==> src/rtl/gs_cmd_streamer.sv <==
// Command-driven sample streamer: pops a command from the RX FIFO, then reads a window of
// sample memory R times and pushes each byte-swapped word into the TX FIFO.
module gs_cmd_streamer (
    input  logic        iClk,
    input  logic        iReset,
    input  logic [31:0] iGS_32NewCmdData,
    input  logic        iGS_CmdEmpty,
    output logic        oGS_FifoReadEn,
    output logic [31:0] oGS_32Cmd,
    output logic [7:0]  oGS_8Addr,
    output logic        oGS_MemRdEn,
    input  logic [15:0] iGS_16Sample,
    input  logic        iGS_TxFull,
    output logic        oGS_WriteRawSignal,
    output logic [15:0] oGS_16RawSignal,
    output logic        oGS_Busy,
    output logic        oGS_CmdErr
);

    typedef enum logic [2:0] {
        S_IDLE, S_FETCH, S_LATCH, S_CHECK, S_RD, S_CAP, S_WR
    } state_t;

    state_t      state_q, state_d;
    logic [31:0] cmd_q, cmd_d;
    logic [7:0]  k_q, k_d;
    logic [7:0]  r_q, r_d;
    logic [15:0] raw_q, raw_d;

    logic [7:0] cmd_reps, cmd_start, cmd_count;
    logic       cmd_bad, last_k, last_r, tx_go;

    assign cmd_reps  = cmd_q[23:16];
    assign cmd_start = cmd_q[15:8];
    assign cmd_count = cmd_q[7:0];
    assign cmd_bad   = (cmd_count == 8'd0) || (cmd_reps == 8'd0);
    // CHECK has already rejected zero counts, so the minus-one terms cannot underflow.
    assign last_k    = !(k_q < cmd_count - 8'd1);
    assign last_r    = !(r_q < cmd_reps - 8'd1);
    // The full flag gates the write in the same cycle so a write can never land on a full FIFO.
    assign tx_go     = (state_q == S_WR) && !iGS_TxFull;

    always_ff @(posedge iClk) begin
        // NOTE: non-blocking assignments so every flop samples the pre-edge values.
        if (iReset) begin
            state_q <= S_IDLE;
            cmd_q   <= '0;
            k_q     <= '0;
            r_q     <= '0;
            raw_q   <= '0;
        end else begin
            state_q <= state_d;
            cmd_q   <= cmd_d;
            k_q     <= k_d;
            r_q     <= r_d;
            raw_q   <= raw_d;
        end
    end

    always_comb begin
        // NOTE: default assignment first so no path through the case infers a latch.
        state_d = state_q;
        case (state_q)
            S_IDLE:  if (!iGS_CmdEmpty) state_d = S_FETCH;
            S_FETCH: state_d = S_LATCH;
            S_LATCH: state_d = S_CHECK;
            S_CHECK: state_d = cmd_bad ? S_IDLE : S_RD;
            S_RD:    state_d = S_CAP;
            S_CAP:   state_d = S_WR;
            S_WR: begin
                if (tx_go) state_d = (last_k && last_r) ? S_IDLE : S_RD;
            end
            default: state_d = S_IDLE;
        endcase
    end

    always_comb begin
        cmd_d = cmd_q;
        k_d   = k_q;
        r_d   = r_q;
        raw_d = raw_q;
        case (state_q)
            S_LATCH: begin
                cmd_d = iGS_32NewCmdData;
                k_d   = '0;
                r_d   = '0;
            end
            S_CAP: raw_d = {iGS_16Sample[7:0], iGS_16Sample[15:8]};
            S_WR: begin
                if (tx_go && !last_k) begin
                    k_d = k_q + 8'd1;
                end else if (tx_go && !last_r) begin
                    k_d = '0;
                    r_d = r_q + 8'd1;
                end
            end
            default: ;
        endcase
    end

    always_comb begin
        oGS_FifoReadEn     = (state_q == S_FETCH);
        oGS_MemRdEn        = (state_q == S_RD);
        oGS_WriteRawSignal = tx_go;
        oGS_Busy           = (state_q != S_IDLE);
        oGS_CmdErr         = (state_q == S_CHECK) && cmd_bad;
        oGS_32Cmd          = cmd_q;
        oGS_8Addr          = cmd_start + k_q;
        oGS_16RawSignal    = raw_q;
    end

endmodule

==> config.mk <==
export PLATFORM = sky130hd
export DESIGN_NAME = gs_cmd_streamer
export DESIGN_NICKNAME = d
export VERILOG_FILES = /design/src/rtl/gs_cmd_streamer.sv
export SDC_FILE = /design/constraint.sdc
export NUM_CORES = 1
export LEC_CHECK = 0
export ABC_CLOCK_PERIOD_IN_PS = 4800
export CORE_UTILIZATION = 40
export DETAILED_ROUTE_END_ITERATION = 6
export PLACE_DENSITY = 0.71
export SLEW_MARGIN = 40
export SYNTH_ARGS = -nofsm -noshare
export SYNTH_HDL_FRONTEND = slang
export SYNTH_SLANG_ARGS = --single-unit
==> constraint.sdc <==
create_clock -name iClk -period 4.8 [get_ports iClk]
set_clock_uncertainty 0.05 [all_clocks]
set_input_delay 0.96 -clock iClk [delete_from_list [all_inputs] [get_ports iClk]]
set_output_delay 0.96 -clock iClk [all_outputs]
set_load 0.01 [all_outputs]
# After elaboration in Yosys (flattened, before gate mapping)
# Index checks and enable logic that the tools add are counted.
[word_totals]
output_inout_bits = 61
ff_bits = 67
word_cells = 51
inputBits = 52
[classes]
n_reduce_logical = 17
n_lt_le_gt_ge = 2
mux = 11
n_eq_ne = 11
add_sub_neg = 5
[op_table]
columns = ["operator", "n"]
rows = [
  ["8-bit two-way mux", 4],
  ["8-bit one-hot mux with 2 select lines", 2],
  ["3-bit one-hot mux with 7 select lines", 1],
  ["8-bit by 1-bit adder with 8-bit output (second input constant)", 2],
  ["8-bit logical NOT", 2],
  ["8-bit < comparator", 2],
  ["8-bit by 1-bit subtractor with 8-bit output (second input constant)", 2],
  ["3-bit two-way mux", 4],
  ["3-bit equality test (second input constant)", 3],
  ["8-bit adder", 1],
  ["3-bit by 2-bit equality test with 1-bit output (second input constant)", 2],
  ["2-bit inequality test (second input constant)", 3],
  ["1-bit logical AND", 5],
  ["2-bit AND reduction", 2],
  ["3-bit by 1-bit equality test with 1-bit output (second input constant)", 1],
  ["1-bit logical NOT", 3],
  ["3-bit logical NOT", 1],
  ["3-bit by 1-bit inequality test with 1-bit output (second input constant)", 1],
  ["3-bit AND reduction", 1],
  ["3-bit nonzero test", 1],
  ["2-bit by 1-bit inequality test with 1-bit output (second input constant)", 1],
  ["2-bit nonzero test", 1],
  ["1-bit logical OR", 1],
]

# Depth between registers and ports, before layout
[depth]
word_depth = 7
ltp_mapped = 13

# Worst setup path before layout
# No wires, ideal clock.
[synth_path]
path_kind = "register -> register"
start = "register cmd_q[18] (netlist: oGS_32Cmd[18])"
end = "register r_q[4]"
setup_slack_ns = 1.786
path_stages_with_launch = 11
n_path_buf = 0
synth_period_minus_slack_ns = 3.014
required_ns = 4.636
setup_ns = 0.114
arrival_time_ns = 2.850
cell_sequence = "dfxtp_1 or4_1 nor4_1 xnor2_1 ha_1 o21ai_0 nor2_1 or4_1 o31ai_2 o21ai_0 a21o_1"
[synth_via]
elab_chain_cells = 5
[synth_rtl]
columns = ["item", "line_no", "text"]
rows = [
  ["start: declaration", "25", "logic [31:0] cmd_q, cmd_d;"],
  ["start signal: assignment", "53", "cmd_q <= cmd_d;"],
  ["8-bit by 1-bit subtractor with 8-bit output", "39", "assign last_r = !(r_q < cmd_reps - 8'd1);"],
  ["8-bit < comparator", "39", ""],
  ["1-bit logical AND", "92", "end else if (tx_go && !last_r) begin"],
  ["2-bit by 1-bit inequality test with 1-bit output (no line)", "--", ""],
  ["3-bit AND reduction (no line)", "--", ""],
  ["end signal: assignment", "55", "r_q <= r_d;"],
  ["end: declaration", "27", "logic [7:0] r_q, r_d;"],
]
# No other way between the ends.
# A chain may end at the register's enable or synchronous reset.

# Final worst setup path
[layout_path]
start = "register k_q[0]"
end = "output port oGS_8Addr[6]"
[layout_via]
elab_chain_cells = 1
[layout_rtl]
columns = ["item", "line_no", "text"]
rows = [
  ["start: declaration", "26", "logic [7:0] k_q, k_d;"],
  ["start signal: assignment", "54", "k_q <= k_d;"],
  ["8-bit adder", "108", "oGS_8Addr = cmd_start + k_q;"],
  ["end: declaration", "10", "output logic [7:0] oGS_8Addr,"],
]
# No other way between the ends.

==> results.sh <==
export IMPL_arrival_ns=2.78
export IMPL_gp_congestion=0.807
export IMPL_drt_iter0_drc=143
export IMPL_cts_sinks=67
export IMPL_synth_edf_count=0
export IMPL_ys_seq_elements=67
export IMPL_cts_buffer_depth=2
export IMPL_nets=623
export IMPL_dp_cells=637
export IMPL_initial_core_util_pct=41.8
export IMPL_diodes=0
export IMPL_ir_drop_v=0.000203
export IMPL_setup_worst_path_start_class="flop"
export IMPL_postCtsHoldBufs=0
export IMPL_worst_pin_slew_ns=0.624
export IMPL_avgSynthCellArea_um2=7.93
export IMPL_max_cap_viol_count=0
export IMPL_cts_max_level=3
export IMPL_clk_pin_slew_ns=0.08
export IMPL_power_total_uw=1420
export IMPL_endpoint_kind="output pin"
export IMPL_power_density_mw_per_mm2=291
export IMPL_netlist_cell_type_count=49
export IMPL_final_cells=653
export IMPL_hold_viol=0
export IMPL_cp_slowest_stage_delay_ns=0.55
export IMPL_maxSlewHeadroom_pct=58.4
export IMPL_finalSetupTns_ns=0
export IMPL_num_rows=33
export IMPL_worstSkewPairLatency_ns=0.34
export IMPL_ant_nets=0
export IMPL_drt_wl_total_mm=9.10
export IMPL_core_area_mm2=0.00830
export IMPL_cts_buffers=9
export IMPL_viasPerCell=5.16
export IMPL_grt_pass1_wl_mm=14.5
export IMPL_critPathBufInv=2
export IMPL_die_w_um=95.1
export IMPL_final_util_pct=58.8
export IMPL_path_cells="ha_1 > inv_1 > fa_1 > nor2b_1 > o21ai_0 > a21boi_0 > o21a_1 > nor2_1 > xnor2_1 > clkdlybuf4s50_1"
export IMPL_synth_warnings=0
export IMPL_timing_hold_ws_ns=0.406
export IMPL_antenna_found_initial=0
export IMPL_postSynth_asyncResetShare_pct=0
export IMPL_drc_errors=0
export IMPL_fin_crit_ns=3.79
export IMPL_io_pins=113
export IMPL_track_usage_pct=20.8
export IMPL_syn_area_mm2=0.00347
export IMPL_critPathSlowestCell="clkdlybuf4s50_1"
export IMPL_dr_pass1_iters=4
export IMPL_leakage_uw=0.00182
export IMPL_drive_gt1_share_pct=4.74
export IMPL_wl_per_cell_um=13.9
export IMPL_hold_class="flop to flop"
export IMPL_drv_slew=0
export IMPL_synthCells=437
export IMPL_setup_viol=0
export IMPL_finalCritPeriodShare_pct=79.0
export IMPL_yosys_most_used_dff="dfxtp_1"
export IMPL_path_max_fanout=6
export IMPL_cts_resized_gates=0
export IMPL_clockRootBuffer="clkbuf_8"
export IMPL_hpwlAfterDp_mm=6.82
export IMPL_status="finished clean"
export IMPL_crit_type="flop to output pin"
export IMPL_vias=3368
export IMPL_max_clock_freq_mhz=264
export IMPL_yosysSeqAreaShare_pct=38.7
export IMPL_die_height_um=95.1
export IMPL_grt_setup_unrepaired="false"
export IMPL_cp_top_family="adder cells"
export IMPL_postCtsSetupBuffers=0
export IMPL_required_ns=3.79
export IMPL_fp_dieArea_mm2=0.00904
export IMPL_tritoncts="built"
export IMPL_io_buffers=112
export IMPL_syn_to_final_growth_pct=40.9
export IMPL_grt_ovfl_total=0
export IMPL_grt_pass1_vias=3247
export IMPL_synthesis_nets=517
export IMPL_grt_max_degree=60
## power by group
group	internal, uW	switching (uW)
registers	577	26.6
clock network	296	232
logic	152	138
total	1020	396
## cells in the mapped netlist, types with 5 or more instances
library cell	instances	area, um^2
dfxtp_1	67	1340
ha_1	27	338
o21ai_0	9	45.0
nor3_1	8	40.0
nand2_1	108	405
o21ai_1	9	45.0
a21oi_1	57	285
inv_1	13	48.8
nand2b_1	5	31.3
clkbuf_1	18	67.6
nor2_1	25	93.8
xnor2_1	15	131
nand3_1	6	30.0
## worst reg2reg max path, delay by kind of cell, from the launching register on
family,cells,cell delay [ns]
fa+ha+maj,1,0.25
compound gates,4,0.80
flops,1,0.36
xor+xnor,1,0.16
simple gates,4,1.53
## routing by layer
metal / wire (um) / track usage, %
met1: 3930 / 24.4
met2: 4390 / 35.1
met3: 670 / 7.81
met4: 105 / 6.31
met5: 0 / 0
## per-stage QoR
| step | setup slack (ns) | area, um^2 |
|---|---|---|
| CTS | 0.996 | 4880 |
| floorplan | 1.79 | 3470 |
| detailed placement | 1.23 | 4660 |
| global route | 0.807 | 4880 |
| finish | 1.01 | 4880 |
| global placement | 1.28 | 4660 |
## flip-flops by register name, indices dropped and copies added, names as in the netlist
register,count
state_q,3
k_q,8
r_q,8
oGS_32Cmd,32
oGS_16RawSignal,16
## cell families after synthesis
logic type	synth area share [%]
AND/OR/NAND/NOR	24.5
AO/OA/AOI/OAI	18.1
flip-flops	38.7
buffers and inverters	3.50
adder cells (fa/ha/maj)	10.3
XOR/XNOR	4.55
multiplexers	0.289
## path summary, 6_finish.rpt
check	slack [ns]	start	cells past startpoint	endpoint
hold reg to reg	0.41	oGS_16RawSignal[9]	2	oGS_16RawSignal[9]
setup / recovery	1.01	k_q[0]	10	oGS_8Addr[6]
setup reg to reg	1.55	oGS_32Cmd[18]	10	r_q[4]
hold / removal	0.41	oGS_16RawSignal[9]	2	oGS_16RawSignal[9]
## final cells by class
cell class | instances | area [um^2]
Fill cell | 762 | 3420
Timing Repair Buffer | 114 | 1130
Clock inverter | 7 | 98.8
Multi-Input combinational cell | 338 | 2010
Clock buffer | 9 | 124
Sequential cell | 67 | 1340
Tap cell | 105 | 131
Inverter | 13 | 48.8
## cells in the final DEF (no fill, tap or decap), types with 4 or more instances in the layout
cell type / instances
a21oi_1: 57
a31oi_1: 4
and3_1: 4
clkbuf_8: 9
clkdlybuf4s50_1: 111
dfxtp_1: 67
ha_1: 27
inv_1: 13
nand2_1: 108
nand2b_1: 5
nand3_1: 6
nor2_1: 24
nor2b_1: 4
nor3_1: 8
nor3b_1: 4
o21ai_0: 9
o21ai_1: 9
xnor2_1: 15
(Power assumes the default switching activity.)
